$ cat src/rtl/mem_port_arbiter.sv
// mem_port_arbiter: arbitrates the instruction-fetch and data line ports onto a
// single physical-memory line interface. Partial-line data stores are turned
// into a read-modify-write pair of physical transactions.
// Optional feature: define MEM_ARB_LINE_BUFFER_EN to add a single-entry fetch
// line buffer that answers repeated fetches of the same line without pmem.
module mem_port_arbiter #(
  parameter int unsigned ADDR_W = 12,
  parameter int unsigned LINE_W = 128
) (
  input  logic                  clk,
  input  logic                  reset_n,

  input  logic                  ifetch_read,
  input  logic [ADDR_W-1:0]     ifetch_address,
  output logic [LINE_W-1:0]     ifetch_rdata,
  output logic                  ifetch_resp,

  input  logic                  mem_read,
  input  logic                  mem_write,
  input  logic [ADDR_W-1:0]     mem_address,
  input  logic [LINE_W-1:0]     mem_wdata,
  input  logic [LINE_W/8-1:0]   mem_sel,
  output logic [LINE_W-1:0]     mem_rdata,
  output logic                  mem_resp,

  output logic                  pmem_read,
  output logic                  pmem_write,
  output logic [ADDR_W-1:0]     pmem_address,
  output logic [LINE_W-1:0]     pmem_wdata,
  input  logic [LINE_W-1:0]     pmem_rdata,
  input  logic                  pmem_resp
);

  localparam int unsigned SEL_W = LINE_W / 8;

  typedef enum logic [2:0] {
    IDLE     = 3'd0,
    IF_RD    = 3'd1,
    D_RD     = 3'd2,
    D_RMW_RD = 3'd3,
    D_WR     = 3'd4,
    RESP     = 3'd5
  } state_t;

  typedef enum logic {
    GRANT_IF   = 1'b0,
    GRANT_DATA = 1'b1
  } grant_t;

  state_t             state_q, state_d;
  grant_t             grant_q, grant_d;
  grant_t             last_grant_q, last_grant_d;
  logic [SEL_W-1:0]   sel_q, sel_d;
  logic [LINE_W-1:0]  line_q, line_d;
  logic [ADDR_W-1:0]  addr_d;
  logic [LINE_W-1:0]  merge_d;
  logic               data_req_c;
  logic               resp_if_c;
  logic               resp_data_c;

`ifdef MEM_ARB_LINE_BUFFER_EN
  logic               buf_valid_q, buf_valid_d;
  logic [ADDR_W-1:0]  buf_tag_q, buf_tag_d;
  logic [LINE_W-1:0]  buf_line_q, buf_line_d;
`endif

  // A data request is pending when either strobe is high; write dominates read
  assign data_req_c  = mem_read | mem_write;
  assign resp_if_c   = (state_d == RESP) && (grant_d == GRANT_IF);
  assign resp_data_c = (state_d == RESP) && (grant_d == GRANT_DATA);

  // Next-state, grant, address latch, line capture and byte merge
  always_comb begin
    state_d      = state_q;
    grant_d      = grant_q;
    last_grant_d = last_grant_q;
    sel_d        = sel_q;
    line_d       = line_q;
    addr_d       = pmem_address;
    merge_d      = pmem_wdata;
`ifdef MEM_ARB_LINE_BUFFER_EN
    buf_valid_d  = buf_valid_q;
    buf_tag_d    = buf_tag_q;
    buf_line_d   = buf_line_q;
`endif

    case (state_q)
      IDLE: begin
        // Data wins when it is alone or when fetch was granted last
        if (data_req_c && (!ifetch_read || (last_grant_q == GRANT_IF))) begin
          grant_d      = GRANT_DATA;
          last_grant_d = GRANT_DATA;
          addr_d       = mem_address;
          sel_d        = mem_sel;
          merge_d      = mem_wdata;
          if (mem_write) begin
`ifdef MEM_ARB_LINE_BUFFER_EN
            if (buf_valid_q && (buf_tag_q == mem_address)) begin
              buf_valid_d = 1'b0;
            end
`endif
            if (mem_sel == {SEL_W{1'b1}}) begin
              state_d = D_WR;
            end else if (mem_sel == {SEL_W{1'b0}}) begin
              // Nothing to write: acknowledge without touching pmem
              line_d  = '0;
              state_d = RESP;
            end else begin
              state_d = D_RMW_RD;
            end
          end else begin
            state_d = D_RD;
          end
        end else if (ifetch_read) begin
          grant_d      = GRANT_IF;
          last_grant_d = GRANT_IF;
          addr_d       = ifetch_address;
`ifdef MEM_ARB_LINE_BUFFER_EN
          if (buf_valid_q && (buf_tag_q == ifetch_address)) begin
            line_d  = buf_line_q;
            state_d = RESP;
          end else begin
            state_d = IF_RD;
          end
`else
          state_d = IF_RD;
`endif
        end
      end

      IF_RD: begin
        if (pmem_resp) begin
          line_d  = pmem_rdata;
          state_d = RESP;
`ifdef MEM_ARB_LINE_BUFFER_EN
          buf_valid_d = 1'b1;
          buf_tag_d   = pmem_address;
          buf_line_d  = pmem_rdata;
`endif
        end
      end

      D_RD: begin
        if (pmem_resp) begin
          line_d  = pmem_rdata;
          state_d = RESP;
        end
      end

      D_RMW_RD: begin
        // The merge register still holds the store data latched at grant
        if (pmem_resp) begin
          line_d = pmem_rdata;
          for (int unsigned i = 0; i < SEL_W; i++) begin
            merge_d[8*i +: 8] = sel_q[i] ? pmem_wdata[8*i +: 8] : pmem_rdata[8*i +: 8];
          end
          state_d = D_WR;
        end
      end

      D_WR: begin
        if (pmem_resp) begin
          line_d  = pmem_wdata;
          state_d = RESP;
        end
      end

      RESP: begin
        state_d = IDLE;
      end

      default: begin
        state_d = IDLE;
      end
    endcase
  end

  // State, latches and registered strobes/responses decoded from the next state
  always_ff @(posedge clk or negedge reset_n) begin
    if (!reset_n) begin
      state_q      <= IDLE;
      grant_q      <= GRANT_IF;
      last_grant_q <= GRANT_IF;
      sel_q        <= '0;
      line_q       <= '0;
      pmem_address <= '0;
      pmem_wdata   <= '0;
      pmem_read    <= 1'b0;
      pmem_write   <= 1'b0;
      ifetch_resp  <= 1'b0;
      mem_resp     <= 1'b0;
      ifetch_rdata <= '0;
      mem_rdata    <= '0;
`ifdef MEM_ARB_LINE_BUFFER_EN
      buf_valid_q  <= 1'b0;
      buf_tag_q    <= '0;
      buf_line_q   <= '0;
`endif
    end else begin
      state_q      <= state_d;
      grant_q      <= grant_d;
      last_grant_q <= last_grant_d;
      sel_q        <= sel_d;
      line_q       <= line_d;
      pmem_address <= addr_d;
      pmem_wdata   <= merge_d;
      pmem_read    <= (state_d == IF_RD) || (state_d == D_RD) || (state_d == D_RMW_RD);
      pmem_write   <= (state_d == D_WR);
      ifetch_resp  <= resp_if_c;
      mem_resp     <= resp_data_c;
      if (resp_if_c) begin
        ifetch_rdata <= line_d;
      end
      if (resp_data_c) begin
        mem_rdata <= line_d;
      end
`ifdef MEM_ARB_LINE_BUFFER_EN
      buf_valid_q  <= buf_valid_d;
      buf_tag_q    <= buf_tag_d;
      buf_line_q   <= buf_line_d;
`endif
    end
  end

endmodule

$ cat config.mk
export PLATFORM = sky130hd
export DESIGN_NAME = mem_port_arbiter
export DESIGN_NICKNAME = d
export VERILOG_FILES = /design/src/rtl/mem_port_arbiter.sv
export SDC_FILE = /design/constraint.sdc
export NUM_CORES = 1
export LEC_CHECK = 0
export BUFFER_PORTS_ARGS = -buffer_cell sky130_fd_sc_hd__buf_2
export CORE_AREA = 2 2 277 279
export CTS_BUF_LIST = sky130_fd_sc_hd__clkbuf_8
export CTS_CLUSTER_DIAMETER = 100
export DETAILED_ROUTE_END_ITERATION = 12
export DIE_AREA = 0 0 279 281
export PLACE_DENSITY = 0.63
export REMOVE_ABC_BUFFERS = 1
export SYNTH_ARGS = -nofsm -noshare
export SYNTH_HDL_FRONTEND = slang
export SYNTH_SLANG_ARGS = --single-unit
$ cat constraint.sdc
create_clock -name clk -period 5.66 [get_ports clk]
set_clock_uncertainty 0.2 [all_clocks]
set_input_delay 0 -clock clk [delete_from_list [all_inputs] [get_ports clk]]
set_output_delay 0 -clock clk [all_outputs]
set_load 0.01 [all_outputs]
==> impl_summary.log <==
[metrics] result of the run: finished clean
[metrics] Top-Level Pins: 702
[metrics] Final Hold Violating Endpoints: 0
[metrics] fraction of final layout cells sized beyond drive strength 1: 0.3859
[metrics] fillers: 6428
[metrics] ranking of synthesized cells by area: sky130_fd_sc_hd__dfrtp_1 57%, sky130_fd_sc_hd__mux2_2 7.9%, sky130_fd_sc_hd__mux2_4 6.2%
[metrics] synthesis-to-layout area growth: 51.80%
[metrics] multiplexer share of the synthesized area: 0.1430
[metrics] dominant cell type by count on the critical path: sky130_fd_sc_hd__dlygate4sd3_1
[metrics] transition time at the pin with the least slew margin: 1106 ps
[metrics] end point of the critical path: pmem_wdata[33]
[metrics] x dimension of the die: 279 µm
[metrics] total congestion overflow after global routing: 0
[metrics] routability cong.: 0.8616
[metrics] Netlist Area Pre-Place: 0.02405 mm²
[metrics] library cell occupying the most area in the post-synthesis netlist: sky130_fd_sc_hd__dfrtp_1
[metrics] Cell Chain, Critical Path: and3b_4, buf_12, nand2b_1, o22ai_1, dlygate4sd3_1, a2bb2oi_1, dlygate4sd3_1
[metrics] async set-or-reset flop fraction in the synthesized netlist: 1.000
[metrics] storage element area: 0.01374 mm²
[metrics] CP max-delay cell: sky130_fd_sc_hd__and3b_4
[metrics] leakage power: 0.01715 µW
[metrics] Synth top area share: 0.5713
[metrics] area of all placed cells without fillers: 0.03651 mm²
[metrics] post-DP HPWL: 53770 µm
[metrics] share of synthesized area occupied by flip-flops and latches: 0.5713
[metrics] biggest fanout along the worst timing path: 49
[metrics] first-pass iteration count of the detailed router: 6
[metrics] cell depth of the worst flop-to-flop path: 7
[metrics] height of the chip: 281 µm
[metrics] number of instances in the synthesized netlist: 1925
[metrics] largest net degree at the start of global routing: 161
[metrics] area occupied by multi-input gates: 0.009383 mm²
[metrics] class of the most critical hold timing path: in2reg
[metrics] Worst Setup End Kind: register
[metrics] most common library cell in the layout ignoring fill and taps: sky130_fd_sc_hd__buf_2
[metrics] post-synth cell types: 49
[metrics] total clock buffers created by CTS: 94
[metrics] flip-flop cell with the highest count after synthesis: sky130_fd_sc_hd__dfrtp_1
[metrics] number of antenna violations at the first check in global routing: 5
[metrics] cell depth of the worst setup path: 7
[metrics] deepest clock path buffer count: 3
[metrics] crit path buf inv count: 3
[metrics] critical path startpoint category: register
[metrics] syn avg cell area: 12.49 µm²
[metrics] highest-count cells in the layout ignoring fill and taps: 699 x sky130_fd_sc_hd__buf_2, 625 x sky130_fd_sc_hd__dlygate4sd3_1, 548 x sky130_fd_sc_hd__dfrtp_1
[metrics] Post-Place Cell Area: 0.02826 mm²
[metrics] number of slew-limit violations in the final report: 0
[metrics] Worst slew margin: 0.2629
[metrics] number of remaining DRC errors: 0
[metrics] CTS root buffer: sky130_fd_sc_hd__clkbuf_8
[metrics] count of clock tree sinks: 549
[metrics] Final Setup Violations: 0
[metrics] worst r2r dst: pmem_wdata[33]
[metrics] Maximum Capacitance Violations: 0
[metrics] detailed router's first-iteration violation count: 1750
[metrics] overall global routing resource usage: 0.2322
[metrics] vias per std cell: 5.347
[metrics] shortest clock period the worst path allows after layout: 4381 ps
[metrics] share of the synthesized netlist area taken by xor and xnor gates: 0
[metrics] number of cell rows: 101
[metrics] CTS tree: yes
[metrics] area of the core: 0.07544 mm²
[metrics] VDD IR-drop max: 0.0004068 V
[metrics] initial core utilization: 0.3188
[metrics] post-synthesis simple-gate area fraction: 0.06894
[metrics] vias in the first global route: 23890
[metrics] data arrival time at the worst-slack endpoint: 4730 ps
[metrics] flops & latches, synth: 549
[metrics] antenna violation net count after detailed routing: 0
[metrics] reg-to-reg slack, setup: 1280 ps
[metrics] worst setup slack after placement: 2503 ps
[metrics] number of warnings issued by yosys: 0
[metrics] WL final: 93700 µm
[metrics] highest clock frequency the design can meet: 0.2283 GHz
[metrics] global-route wire length before repair: 142100 µm
[metrics] complex-gate fraction of the synthesized area: 0.1766
[metrics] number of synthesized flops with an enable pin: 0
[metrics] adder and majority cell fraction of the synthesized area: 0
[metrics] routed length per placed instance: 22.04 µm
[metrics] stage delay of the slowest cell on the critical path: 940 ps
[metrics] clock insertion delay at the later pin of the skew report: 680 ps
[metrics] routed via count: 22740
[metrics] critical path launch point: state_q[2]
[metrics] overall die area: 0.07840 mm²
[metrics] clock-pin slew reported for the worst setup and hold paths after clock tree synthesis: 70 ps
[metrics] worst path setup slack after routing: 1279 ps
[metrics] H-tree depth: 3
[metrics] family of cells with the greatest summed delay on the critical path: buffers and inverters
[metrics] post-route fraction of the period consumed by the critical path: 0.7740
[metrics] required time worst endpoint: 6010 ps
[metrics] Power per Cell Area: 592.5 mW/mm²
[metrics] category of the most critical setup path: reg2reg
[metrics] Layout Nets: 3510
[metrics] RSZ-0062 raised after global routing: no
[metrics] dominant combinational cell family by area after synthesis: compound AO/OA/AOI/OAI gates
[metrics] launch instance of the worst register-to-register path: state_q[2]
[metrics] input/output buffers: 701
## layout make-up
type,count,area share
Tap cell,978,0.03352
Multi-Input combinational cell,1198,0.2570
Inverter,4,0.0004113
Antenna cell,1,0.00006854
Timing Repair Buffer,1361,0.2790
Sequential cell,549,0.3764
Clock buffer,121,0.04562
Clock inverter,40,0.007985
## tightest hold or removal path: cells and delay by family
kind            cells  cell delay, ps
compound gates      2             240
buf+inv             2             700
## how the worst min path moves through the flow
| stage | startpoint | end | slack [ps] | depth (start not counted) |
|---|---|---|---|---|
| after floorplan | reset_n | grant_q | -500 | 0 |
| after global placement | reset_n | mem_rdata[103] | -100 | 1 |
| after detailed placement | reset_n | mem_rdata[103] | -100 | 1 |
| after CTS | pmem_rdata[119] | line_q[119] | 10 | 5 |
| after global routing | mem_wdata[42] | pmem_wdata[42] | 60 | 4 |
| final | mem_wdata[42] | pmem_wdata[42] | 120 | 4 |
## through the flow
stage	setup TNS [ps]	instances	utilization	hold slack, ps	total power [µW]
after floorplan	-1484180	1751	-	-495.6	12960
after global placement	0	3464	0.3746	-102.0	16010
after detailed placement	0	3464	0.3746	-102.9	16160
after CTS	0	4251	0.4839	11.70	21340
after global routing	0	4252	0.4839	60.56	22750
final	0	4252	0.4839	118.8	21630
## state kept, by name, indices dropped and copies added (netlist names)
register / cells
grant_q: 1
ifetch_rdata: 128
ifetch_resp: 1
last_grant_q: 1
line_q: 128
mem_rdata: 128
mem_resp: 1
pmem_address: 12
pmem_read: 1
pmem_wdata: 128
pmem_write: 1
sel_q: 16
state_q: 3
## cell usage after synthesis, types with 2 or more instances
library cell                count
sky130_fd_sc_hd__nor4_1         4
sky130_fd_sc_hd__mux2_2       168
sky130_fd_sc_hd__nand2_1      182
sky130_fd_sc_hd__a22o_2        89
sky130_fd_sc_hd__nand4_1        4
sky130_fd_sc_hd__nand3_1      130
sky130_fd_sc_hd__a21oi_2        5
sky130_fd_sc_hd__clkbuf_1      83
sky130_fd_sc_hd__buf_1         15
sky130_fd_sc_hd__nor2_1        21
sky130_fd_sc_hd__mux2_1         4
sky130_fd_sc_hd__o22ai_1      121
sky130_fd_sc_hd__dfrtp_1      549
sky130_fd_sc_hd__a31oi_1       20
sky130_fd_sc_hd__a21oi_4       10
sky130_fd_sc_hd__a21oi_1        5
sky130_fd_sc_hd__a22o_1        39
sky130_fd_sc_hd__buf_6         25
sky130_fd_sc_hd__a21o_1         2
sky130_fd_sc_hd__buf_4         19
sky130_fd_sc_hd__o31a_1         2
sky130_fd_sc_hd__and3b_1        3
sky130_fd_sc_hd__nand2b_1      16
sky130_fd_sc_hd__inv_1          4
sky130_fd_sc_hd__a2bb2oi_1    120
sky130_fd_sc_hd__o21ai_0      131
sky130_fd_sc_hd__o21ai_1        2
sky130_fd_sc_hd__buf_2         32
sky130_fd_sc_hd__mux2_4       100
## routing by layer
metal  GRT usage  share of wire  wire (µm)
met3     0.05420          0.073       6869
met4      0.1547          0.067       6259
met2      0.3753           0.47      44180
met1      0.2770           0.39      36360
met5           0        0.00030         28
## logic make-up (layout without fill, tap and decap cells)
family	Yosys count	in the layout
flops	549	549
other cells	0	1
simple gates	368	368
buf+inv	178	1526
compound gates	558	558
mux	272	272
## where the power goes
part | internal (µW) | switching, µW | leakage, µW
Clock | 2060 | 1710 | 0.00109
Sequential | 5810 | 1210 | 0.00666
Combinational | 5440 | 5410 | 0.00940
Total | 13300 | 8330 | 0.0171
## repair_timing
action                                  in CTS  in global routing
buffers inserted                             0                  0
endpoints found under the setup margin       0                  0
hold endpoints to repair                  1094                  0
gates resized for setup                      0                  0
hold buffers                               626                  0
No activity file was read; power rests on OpenSTA's default activity.
